===== src/rtl/wb_pkg.sv =====
// Shared definitions for the Wishbone register/watchdog blocks: FSM encoding
// and a constant-evaluable ceiling log2.
package wb_pkg;

  typedef enum logic [1:0] {
    ST_IDLE = 2'd0,
    ST_BUSY = 2'd1,
    ST_RESP = 2'd2
  } state_t;

  function automatic int clog2(input int value);
    int r;
    r = 0;
    for (int i = 0; i < 31; i++) begin
      if ((1 << i) < value) r = i + 1;
    end
    return r;
  endfunction

endpackage


===== src/rtl/wb_reg_timeout_if.sv =====
// Classic (non-pipelined) Wishbone bus bundle. "master" issues requests,
// "slave" answers them.
interface wb_reg_timeout_if #(
  parameter int DATA_WIDTH   = 32,
  parameter int ADDR_WIDTH   = 32,
  parameter int SELECT_WIDTH = DATA_WIDTH / 8
) ();

  logic [ADDR_WIDTH-1:0]   adr;
  logic [DATA_WIDTH-1:0]   dat_w;
  logic [DATA_WIDTH-1:0]   dat_r;
  logic                    we;
  logic [SELECT_WIDTH-1:0] sel;
  logic                    stb;
  logic                    cyc;
  logic                    ack;
  logic                    err;
  logic                    rty;

  modport master (
    output adr, dat_w, we, sel, stb, cyc,
    input  dat_r, ack, err, rty
  );

  modport slave (
    input  adr, dat_w, we, sel, stb, cyc,
    output dat_r, ack, err, rty
  );

endinterface


===== src/rtl/wb_watchdog.sv =====
// Saturating cycle counter that flags the last allowed cycle of a transfer.
// TIMEOUT=0 disables expiry entirely.
module wb_watchdog
  import wb_pkg::*;
#(
  parameter int TIMEOUT = 256
) (
  input  logic clk,
  input  logic rst_n,
  input  logic clr_i,
  input  logic en_i,
  output logic expire_o
);

  localparam int CW_RAW = clog2(TIMEOUT + 1);
  localparam int CW     = (CW_RAW < 1) ? 1 : CW_RAW;
  localparam logic [CW-1:0] CNT_MAX  = CW'(TIMEOUT);
  localparam logic [CW-1:0] CNT_LAST = (TIMEOUT == 0) ? '0 : CW'(TIMEOUT - 1);

  logic [CW-1:0] cnt_q, cnt_d;

  always_comb begin
    cnt_d = cnt_q;
    if (clr_i) begin
      cnt_d = '0;
    end else if (en_i && (cnt_q != CNT_MAX)) begin
      cnt_d = cnt_q + 1'b1;
    end
  end

  always_ff @(posedge clk or negedge rst_n) begin
    if (!rst_n) begin
      cnt_q <= '0;
    end else begin
      cnt_q <= cnt_d;
    end
  end

  // Expiry is judged on the cycle the counter sits at TIMEOUT-1, so the
  // strobe is held for exactly TIMEOUT cycles.
  assign expire_o = (TIMEOUT != 0) && en_i && (cnt_q == CNT_LAST);

endmodule


===== src/rtl/wb_reg_timeout.sv =====
// Registered Wishbone stage between arbiter and peripheral bus; a watchdog
// ends unanswered transfers with err so the upstream master is never stuck.
module wb_reg_timeout
  import wb_pkg::*;
#(
  parameter int DATA_WIDTH   = 32,
  parameter int ADDR_WIDTH   = 32,
  parameter int SELECT_WIDTH = DATA_WIDTH / 8,
  parameter int TIMEOUT      = 256
) (
  input  logic             clk,
  input  logic             rst_n,
  wb_reg_timeout_if.slave  wbm,
  wb_reg_timeout_if.master wbs
);

  state_t                  state_q;
  logic [ADDR_WIDTH-1:0]   adr_q;
  logic [DATA_WIDTH-1:0]   dat_w_q;
  logic                    we_q;
  logic [SELECT_WIDTH-1:0] sel_q;
  logic                    stb_q;
  logic                    cyc_q;
  logic [DATA_WIDTH-1:0]   dat_r_q;
  logic                    ack_q;
  logic                    err_q;
  logic                    rty_q;

  logic accept;
  logic slv_resp;
  logic wd_expire;

  assign accept   = (state_q == ST_IDLE) && wbm.cyc && wbm.stb;
  assign slv_resp = wbs.ack || wbs.err || wbs.rty;

  wb_watchdog #(
    .TIMEOUT (TIMEOUT)
  ) u_watchdog (
    .clk      (clk),
    .rst_n    (rst_n),
    .clr_i    (accept),
    .en_i     (state_q == ST_BUSY),
    .expire_o (wd_expire)
  );

  always_ff @(posedge clk or negedge rst_n) begin
    if (!rst_n) begin
      state_q <= ST_IDLE;
      adr_q   <= '0;
      dat_w_q <= '0;
      we_q    <= 1'b0;
      sel_q   <= '0;
      stb_q   <= 1'b0;
      cyc_q   <= 1'b0;
      dat_r_q <= '0;
      ack_q   <= 1'b0;
      err_q   <= 1'b0;
      rty_q   <= 1'b0;
    end else begin
      cyc_q <= wbm.cyc;
      ack_q <= 1'b0;
      err_q <= 1'b0;
      rty_q <= 1'b0;
      unique case (state_q)
        ST_IDLE: begin
          if (accept) begin
            adr_q   <= wbm.adr;
            dat_w_q <= wbm.dat_w;
            we_q    <= wbm.we;
            sel_q   <= wbm.sel;
            stb_q   <= 1'b1;
            state_q <= ST_BUSY;
          end
        end
        ST_BUSY: begin
          // Abort outranks a real response, which outranks the watchdog.
          if (!wbm.cyc) begin
            stb_q   <= 1'b0;
            state_q <= ST_IDLE;
          end else if (slv_resp) begin
            dat_r_q <= wbs.dat_r;
            ack_q   <= wbs.ack;
            err_q   <= wbs.err;
            rty_q   <= wbs.rty;
            stb_q   <= 1'b0;
            state_q <= ST_RESP;
          end else if (wd_expire) begin
            err_q   <= 1'b1;
            stb_q   <= 1'b0;
            state_q <= ST_RESP;
          end
        end
        ST_RESP: begin
          state_q <= ST_IDLE;
        end
        default: begin
          stb_q   <= 1'b0;
          state_q <= ST_IDLE;
        end
      endcase
    end
  end

  assign wbs.adr   = adr_q;
  assign wbs.dat_w = dat_w_q;
  assign wbs.we    = we_q;
  assign wbs.sel   = sel_q;
  assign wbs.stb   = stb_q;
  assign wbs.cyc   = cyc_q;

  assign wbm.dat_r = dat_r_q;
  assign wbm.ack   = ack_q;
  assign wbm.err   = err_q;
  assign wbm.rty   = rty_q;

endmodule

===== src/flat_wrapper.sv =====
// flat-port wrapper written by rule: the top's interface ports become plain ports
module wb_reg_timeout_flat import wb_pkg::*;
#(
  parameter int DATA_WIDTH   = 32,
  parameter int ADDR_WIDTH   = 32,
  parameter int SELECT_WIDTH = DATA_WIDTH / 8,
  parameter int TIMEOUT      = 256
)
  (clk, rst_n, wbm_adr, wbm_dat_w, wbm_we, wbm_sel, wbm_stb, wbm_cyc, wbm_dat_r, wbm_ack, wbm_err, wbm_rty, wbs_adr, wbs_dat_w, wbs_we, wbs_sel, wbs_stb, wbs_cyc, wbs_dat_r, wbs_ack, wbs_err, wbs_rty);
  wb_reg_timeout_if #(.DATA_WIDTH(DATA_WIDTH), .ADDR_WIDTH(ADDR_WIDTH), .SELECT_WIDTH(SELECT_WIDTH)) wbm_i ();
  wb_reg_timeout_if #(.DATA_WIDTH(DATA_WIDTH), .ADDR_WIDTH(ADDR_WIDTH), .SELECT_WIDTH(SELECT_WIDTH)) wbs_i ();
  input  logic clk;
  input  logic rst_n;
  input wire logic [$bits(wbm_i.adr)-1:0] wbm_adr;
  input wire logic [$bits(wbm_i.dat_w)-1:0] wbm_dat_w;
  input wire logic [$bits(wbm_i.we)-1:0] wbm_we;
  input wire logic [$bits(wbm_i.sel)-1:0] wbm_sel;
  input wire logic [$bits(wbm_i.stb)-1:0] wbm_stb;
  input wire logic [$bits(wbm_i.cyc)-1:0] wbm_cyc;
  output wire logic [$bits(wbm_i.dat_r)-1:0] wbm_dat_r;
  output wire logic [$bits(wbm_i.ack)-1:0] wbm_ack;
  output wire logic [$bits(wbm_i.err)-1:0] wbm_err;
  output wire logic [$bits(wbm_i.rty)-1:0] wbm_rty;
  output wire logic [$bits(wbs_i.adr)-1:0] wbs_adr;
  output wire logic [$bits(wbs_i.dat_w)-1:0] wbs_dat_w;
  output wire logic [$bits(wbs_i.we)-1:0] wbs_we;
  output wire logic [$bits(wbs_i.sel)-1:0] wbs_sel;
  output wire logic [$bits(wbs_i.stb)-1:0] wbs_stb;
  output wire logic [$bits(wbs_i.cyc)-1:0] wbs_cyc;
  input wire logic [$bits(wbs_i.dat_r)-1:0] wbs_dat_r;
  input wire logic [$bits(wbs_i.ack)-1:0] wbs_ack;
  input wire logic [$bits(wbs_i.err)-1:0] wbs_err;
  input wire logic [$bits(wbs_i.rty)-1:0] wbs_rty;
  assign wbm_i.adr = wbm_adr;
  assign wbm_i.dat_w = wbm_dat_w;
  assign wbm_i.we = wbm_we;
  assign wbm_i.sel = wbm_sel;
  assign wbm_i.stb = wbm_stb;
  assign wbm_i.cyc = wbm_cyc;
  assign wbm_dat_r = wbm_i.dat_r;
  assign wbm_ack = wbm_i.ack;
  assign wbm_err = wbm_i.err;
  assign wbm_rty = wbm_i.rty;
  assign wbs_adr = wbs_i.adr;
  assign wbs_dat_w = wbs_i.dat_w;
  assign wbs_we = wbs_i.we;
  assign wbs_sel = wbs_i.sel;
  assign wbs_stb = wbs_i.stb;
  assign wbs_cyc = wbs_i.cyc;
  assign wbs_i.dat_r = wbs_dat_r;
  assign wbs_i.ack = wbs_ack;
  assign wbs_i.err = wbs_err;
  assign wbs_i.rty = wbs_rty;
  wb_reg_timeout #(.DATA_WIDTH(DATA_WIDTH), .ADDR_WIDTH(ADDR_WIDTH), .SELECT_WIDTH(SELECT_WIDTH), .TIMEOUT(TIMEOUT)) u_core (.clk(clk), .rst_n(rst_n), .wbm(wbm_i), .wbs(wbs_i));
endmodule

===== config.mk =====
export PLATFORM = sky130hd
export DESIGN_NAME = wb_reg_timeout_flat
export DESIGN_NICKNAME = d
export VERILOG_FILES = /design/src/rtl/wb_pkg.sv /design/src/rtl/wb_reg_timeout_if.sv /design/src/rtl/wb_watchdog.sv /design/src/rtl/wb_reg_timeout.sv /design/src/flat_wrapper.sv
export SDC_FILE = /design/constraint.sdc
export NUM_CORES = 1
export LEC_CHECK = 0
export ABC_AREA = 1
export CAP_MARGIN = 30
export CORE_UTILIZATION = 43
export CTS_BUF_LIST = sky130_fd_sc_hd__clkbuf_8
export DETAILED_ROUTE_END_ITERATION = 12
export GPL_TIMING_DRIVEN = 1
export PLACE_DENSITY = 0.8
export SLEW_MARGIN = 10
export SYNTH_ARGS = -nofsm -noshare
export SYNTH_HDL_FRONTEND = slang
export SYNTH_SLANG_ARGS = --single-unit
export TNS_END_PERCENT = 5

===== constraint.sdc =====
create_clock -name clk -period 2 [get_ports clk]
set_input_delay 0.2 -clock clk [delete_from_list [all_inputs] [get_ports clk]]
set_output_delay 0.2 -clock clk [all_outputs]
set_load 0.05 [all_outputs]

==> results_tabular.tex <==
\begin{tabular}{lr}
\hline
Metric & Value \\
\hline
\multicolumn{2}{l}{\textbf{Cells and area}} \\
\quad Antenna diode count & 0 \\
\quad Synth-to-Final Area Change & 55.0\% \\
\quad Proportion of layout cells with a drive suffix above 1 & 5.74\% \\
\quad Sequential cell area & 2930 µm² \\
\quad Area used by multi-input combinational logic & about 1400 µm² \\
\quad Non-Filler Instances & approximately 900 \\
\quad Final Util & between 60\% and 70\% \\
\quad Layout net count & 865 \\
\quad Fill cell total of the finished layout & just under 900 \\
\multicolumn{2}{l}{\textbf{Global routing}} \\
\quad Global-route wire length before repair & roughly 20 mm \\
\quad Vias in the first global route & about 4300 \\
\quad Global routing usage summed across all routing layers & 22.5\% \\
\quad Initial antenna violation count & 0 \\
\quad Total global routing overflow & 0 \\
\quad Maximum number of pins on one net before global-route repair & a little under 90 \\
\multicolumn{2}{l}{\textbf{Clocking}} \\
\quad Num Clock Sinks & $\sim$120 \\
\quad Cts bufs inserted & 17 \\
\quad CTS root buffer & sky130\_fd\_sc\_hd\_\_clkbuf\_8 \\
\quad Maximum clock path buffer count & 2 \\
\quad \# Post-CTS Setup Buffers & 0 \\
\quad Deepest level of the CTS H-tree & 4 \\
\quad TritonCTS clock tree & built \\
\quad Clock transition at the register clock pins on the worst setup and hold paths after CTS & roughly 0.070 ns \\
\quad Hold-fix buffers at CTS & 1 \\
\quad Source-to-sink clock delay at the later pin of the worst-skew pair & around 0.42 ns \\
\quad Post-cts resize count & 0 \\
\multicolumn{2}{l}{\textbf{Route}} \\
\quad Detailed-route vias per instance & approximately 4.8 \\
\quad Post-route DRC violation count & 0 \\
\quad Wire length per cell & about 14 µm \\
\quad Vias after detailed routing & roughly 4300 \\
\quad Starting DRC count in detailed routing & about 270 \\
\quad WL final & 12.4 mm \\
\quad Antenna violation net count after detailed routing & 0 \\
\quad First drt pass iteration count & 4 \\
\multicolumn{2}{l}{\textbf{Yosys}} \\
\quad Number of nets in the synthesized netlist & approximately 650 \\
\quad Fraction of synthesized cell area taken by the top area cell type & between 60\% and 70\% \\
\quad Post-synthesis sequential area ratio & 60.7\% \\
\quad Mean area per synthesized cell & about 8.9 µm² \\
\quad Top flip-flop cell by instance count after synthesis & sky130\_fd\_sc\_hd\_\_dfrtp\_1 \\
\quad Cell count after synthesis & 540 \\
\quad Most frequent cell after synthesis & sky130\_fd\_sc\_hd\_\_nand2\_1 \\
\quad Fraction of registers with async set/reset & 100\% \\
\quad Leading cell types by count after synthesis & 162 x sky130\_fd\_sc\_hd\_\_nand2\_1, 117 x sky130\_fd\_sc\_hd\_\_dfrtp\_1, 82 x sky130\_fd\_sc\_hd\_\_inv\_1 \\
\quad Mapped cell area & around 4800 µm² \\
\quad Number of distinct library cells after synthesis & 22 \\
\quad Synthesis-stage register bit count & roughly 120 \\
\quad Number of enable-type register cells in the synthesized netlist & 0 \\
\quad Top cell type by total area after synthesis & sky130\_fd\_sc\_hd\_\_dfrtp\_1 \\
\quad Total number of yosys warnings & 0 \\
\quad Cell types occupying the most area after synthesis & sky130\_fd\_sc\_hd\_\_dfrtp\_1 61\%, sky130\_fd\_sc\_hd\_\_nand2\_1 13\%, sky130\_fd\_sc\_hd\_\_o21ai\_0 6.8\%, sky130\_fd\_sc\_hd\_\_inv\_1 6.4\%, sky130\_fd\_sc\_hd\_\_nand3\_1 5.2\% \\
\multicolumn{2}{l}{\textbf{Worst setup path}} \\
\quad Critical Setup Path Class & flip-flop to output pin \\
\quad Startpoint type of the worst setup path & flip-flop \\
\quad Buffers and inverters on the worst path & 1 \\
\quad Critical Path Slowest Stage Cell & sky130\_fd\_sc\_hd\_\_clkdlybuf4s50\_1 \\
\quad Cells traversed along the worst timing path & clkdlybuf4s50\_1 \\
\quad Dominant delay contributor by cell family on the critical path & buffers and inverters \\
\quad Data arrival time of the critical path & roughly 1.7 ns \\
\quad Worst stage delay on the critical path & 0.84 ns \\
\quad Worst R2R Setup Slack & between 0.3 and 0.4 ns \\
\quad Critical path endpoint category & output pin \\
\quad Required arrival time at the worst endpoint & around 1.8 ns \\
\quad Worst-path fanout max & 2 \\
\multicolumn{2}{l}{\textbf{STA}} \\
\quad Layout Skew & around 0.01 ns \\
\quad Ratio of final minimum period to clock period & 92.4\% \\
\quad Setup repair after global routing missed its margin & false \\
\quad Final-layout setup total negative slack & 0 ns \\
\quad Relative max-transition margin & approximately 61\% \\
\quad Hold Fails Final Rpt & 0 \\
\quad Achievable frequency & approximately 540 MHz \\
\quad Slew at the pin with the worst max-slew slack & between 0.5 and 0.6 ns \\
\quad Worst-case hold slack & between 0.2 and 0.25 ns \\
\quad Number of slew-limit violations in the final report & 0 \\
\quad Shortest period the worst path allows & $\sim$1.8 ns \\
\quad Setup violations, final & 0 \\
\multicolumn{2}{l}{\textbf{Power}} \\
\quad Pwr Density & $\sim$1100 nW/µm² \\
\quad Net switching component of the power & 3.34 mW \\
\quad Static leakage power & between 3 and 4 nW \\
\quad Share of total power in the clock network & about a quarter \\
\quad Peak VDD IR & 633 µV \\
\quad Comb pwr share & roughly 38\% \\
\quad Share of power burned in registers & between 30\% and 40\% \\
\quad Total internal power & 5.19 mW \\
\quad Net switching fraction of the power & between 30\% and 40\% \\
\quad Total power of the final layout & about 8.5 mW \\
\multicolumn{2}{l}{\textbf{Place}} \\
\quad HPWL reported at the end of detailed placement & 8.99 mm \\
\quad \# placed instances & 874 \\
\quad Number of buffers inserted by port buffering & 213 \\
\quad Final weighted congestion in routability-driven placement & roughly 0.86 \\
\multicolumn{2}{l}{\textbf{Floorplanning}} \\
\quad Total Die Area & approximately 12000 µm² \\
\quad Core area & about 11000 µm² \\
\quad Die width & about 110 µm \\
\quad Effective utilization at floorplan & approximately 44\% \\
\quad Core Rows & 38 \\
\quad I/O pins & about 210 \\
\quad Floorplan die height & 108 µm \\
\multicolumn{2}{l}{\textbf{Status}} \\
\quad Status & completed \\
\multicolumn{2}{l}{\textbf{Flow run}} \\
\quad Max-capacitance violation count & 0 \\
\multicolumn{2}{l}{\textbf{Worst hold path}} \\
\quad Path category of the worst min-delay check & input pin to async pin \\
\hline
\end{tabular}
## power by group through the flow
stage,combinational [mW],clock [mW],sequential [mW]
after floorplan,0.464,0,4.57
after global placement,3.15,0,3.10
after detailed placement,3.22,0,3.10
after CTS,3.22,2.31,3.08
after global routing,3.38,2.42,3.13
final,3.20,2.25,3.08
## sequential cells by signal (all words and copies together), names as in the netlist, 2 cells and up
register,flops
u_core.wbs.dat_w,32
u_core.state_q,2
u_core.u_watchdog.cnt_q,9
u_core.wbs.adr,32
u_core.wbm.dat_r,32
u_core.wbs.sel,4
## through the flow
stage,cell area (µm²),setup slack (ns)
floorplan,4820,0.516
global placement,7050,0.329
detailed placement,7050,0.254
CTS,7480,0.103
global route,7480,0.0899
finish,7480,0.152
## kinds of logic (layout without fill, tap and decap cells)
| group | after synthesis | count (layout) | synth area share [%] |
|---|---|---|---|
| AOI/OAI and AO/OA | 72 | 72 | 7.55 |
| DFF | 117 | 117 | 60.7 |
| adders and majority gates | 3 | 3 | 0.778 |
| buffers and inverters | 109 | 336 | 10.2 |
| and+or+nand+nor | 236 | 236 | 20.2 |
| xor gates and xnor gates | 3 | 3 | 0.545 |
## cell usage in the layout (no fill, tap or decap), drive strengths merged, types with 8 or more instances in the layout
cell           synthesis  layout
clkbuf                10      19
dfrtp                117     117
o21ai                 70      70
nor2                  18      18
clkdlybuf4s50          0     212
nand2                163     163
buf                   16       8
nand3                 50      50
inv                   83      85
## layer usage
| metal | up-vias | wire length [µm] | share of wire (%) | track usage (%) |
|---|---|---|---|---|
| met4 | 0 | 189 | 1.5 | 9.39 |
| li1 | 2102 | - | - | - |
| met5 | - | 0 | 0 | 0 |
| met1 | 1998 | 5170 | 42 | 27.0 |
| met3 | 18 | 1040 | 8.4 | 7.32 |
| met2 | 209 | 5990 | 48 | 37.0 |
## final timing paths
path,start,end,cells past startpoint
max,u_core.wbs.adr[21],wbs_adr[21],1
min,rst_n,u_core.wbm.dat_r[14],2
max reg2reg,u_core.u_watchdog.cnt_q[0],u_core.wbs.stb,9
min reg2reg,u_core.wbm.dat_r[15],u_core.wbm.dat_r[15],2
max in group asynchronous,rst_n,u_core.wbs.sel[2],3
min in group clk,wbm_dat_w[8],u_core.wbs.dat_w[8],3
## cell type report
type                    instances  area share [%]
flip-flops and latches        117            39.2
well taps                     140            2.34
clock buffers                  19            3.50
inverters                      83            4.17
repair buffers                221            29.8
multi-input cells             314            18.9
clock inverters                13            2.13
Note: power is estimated with default switching activity, not from simulation.
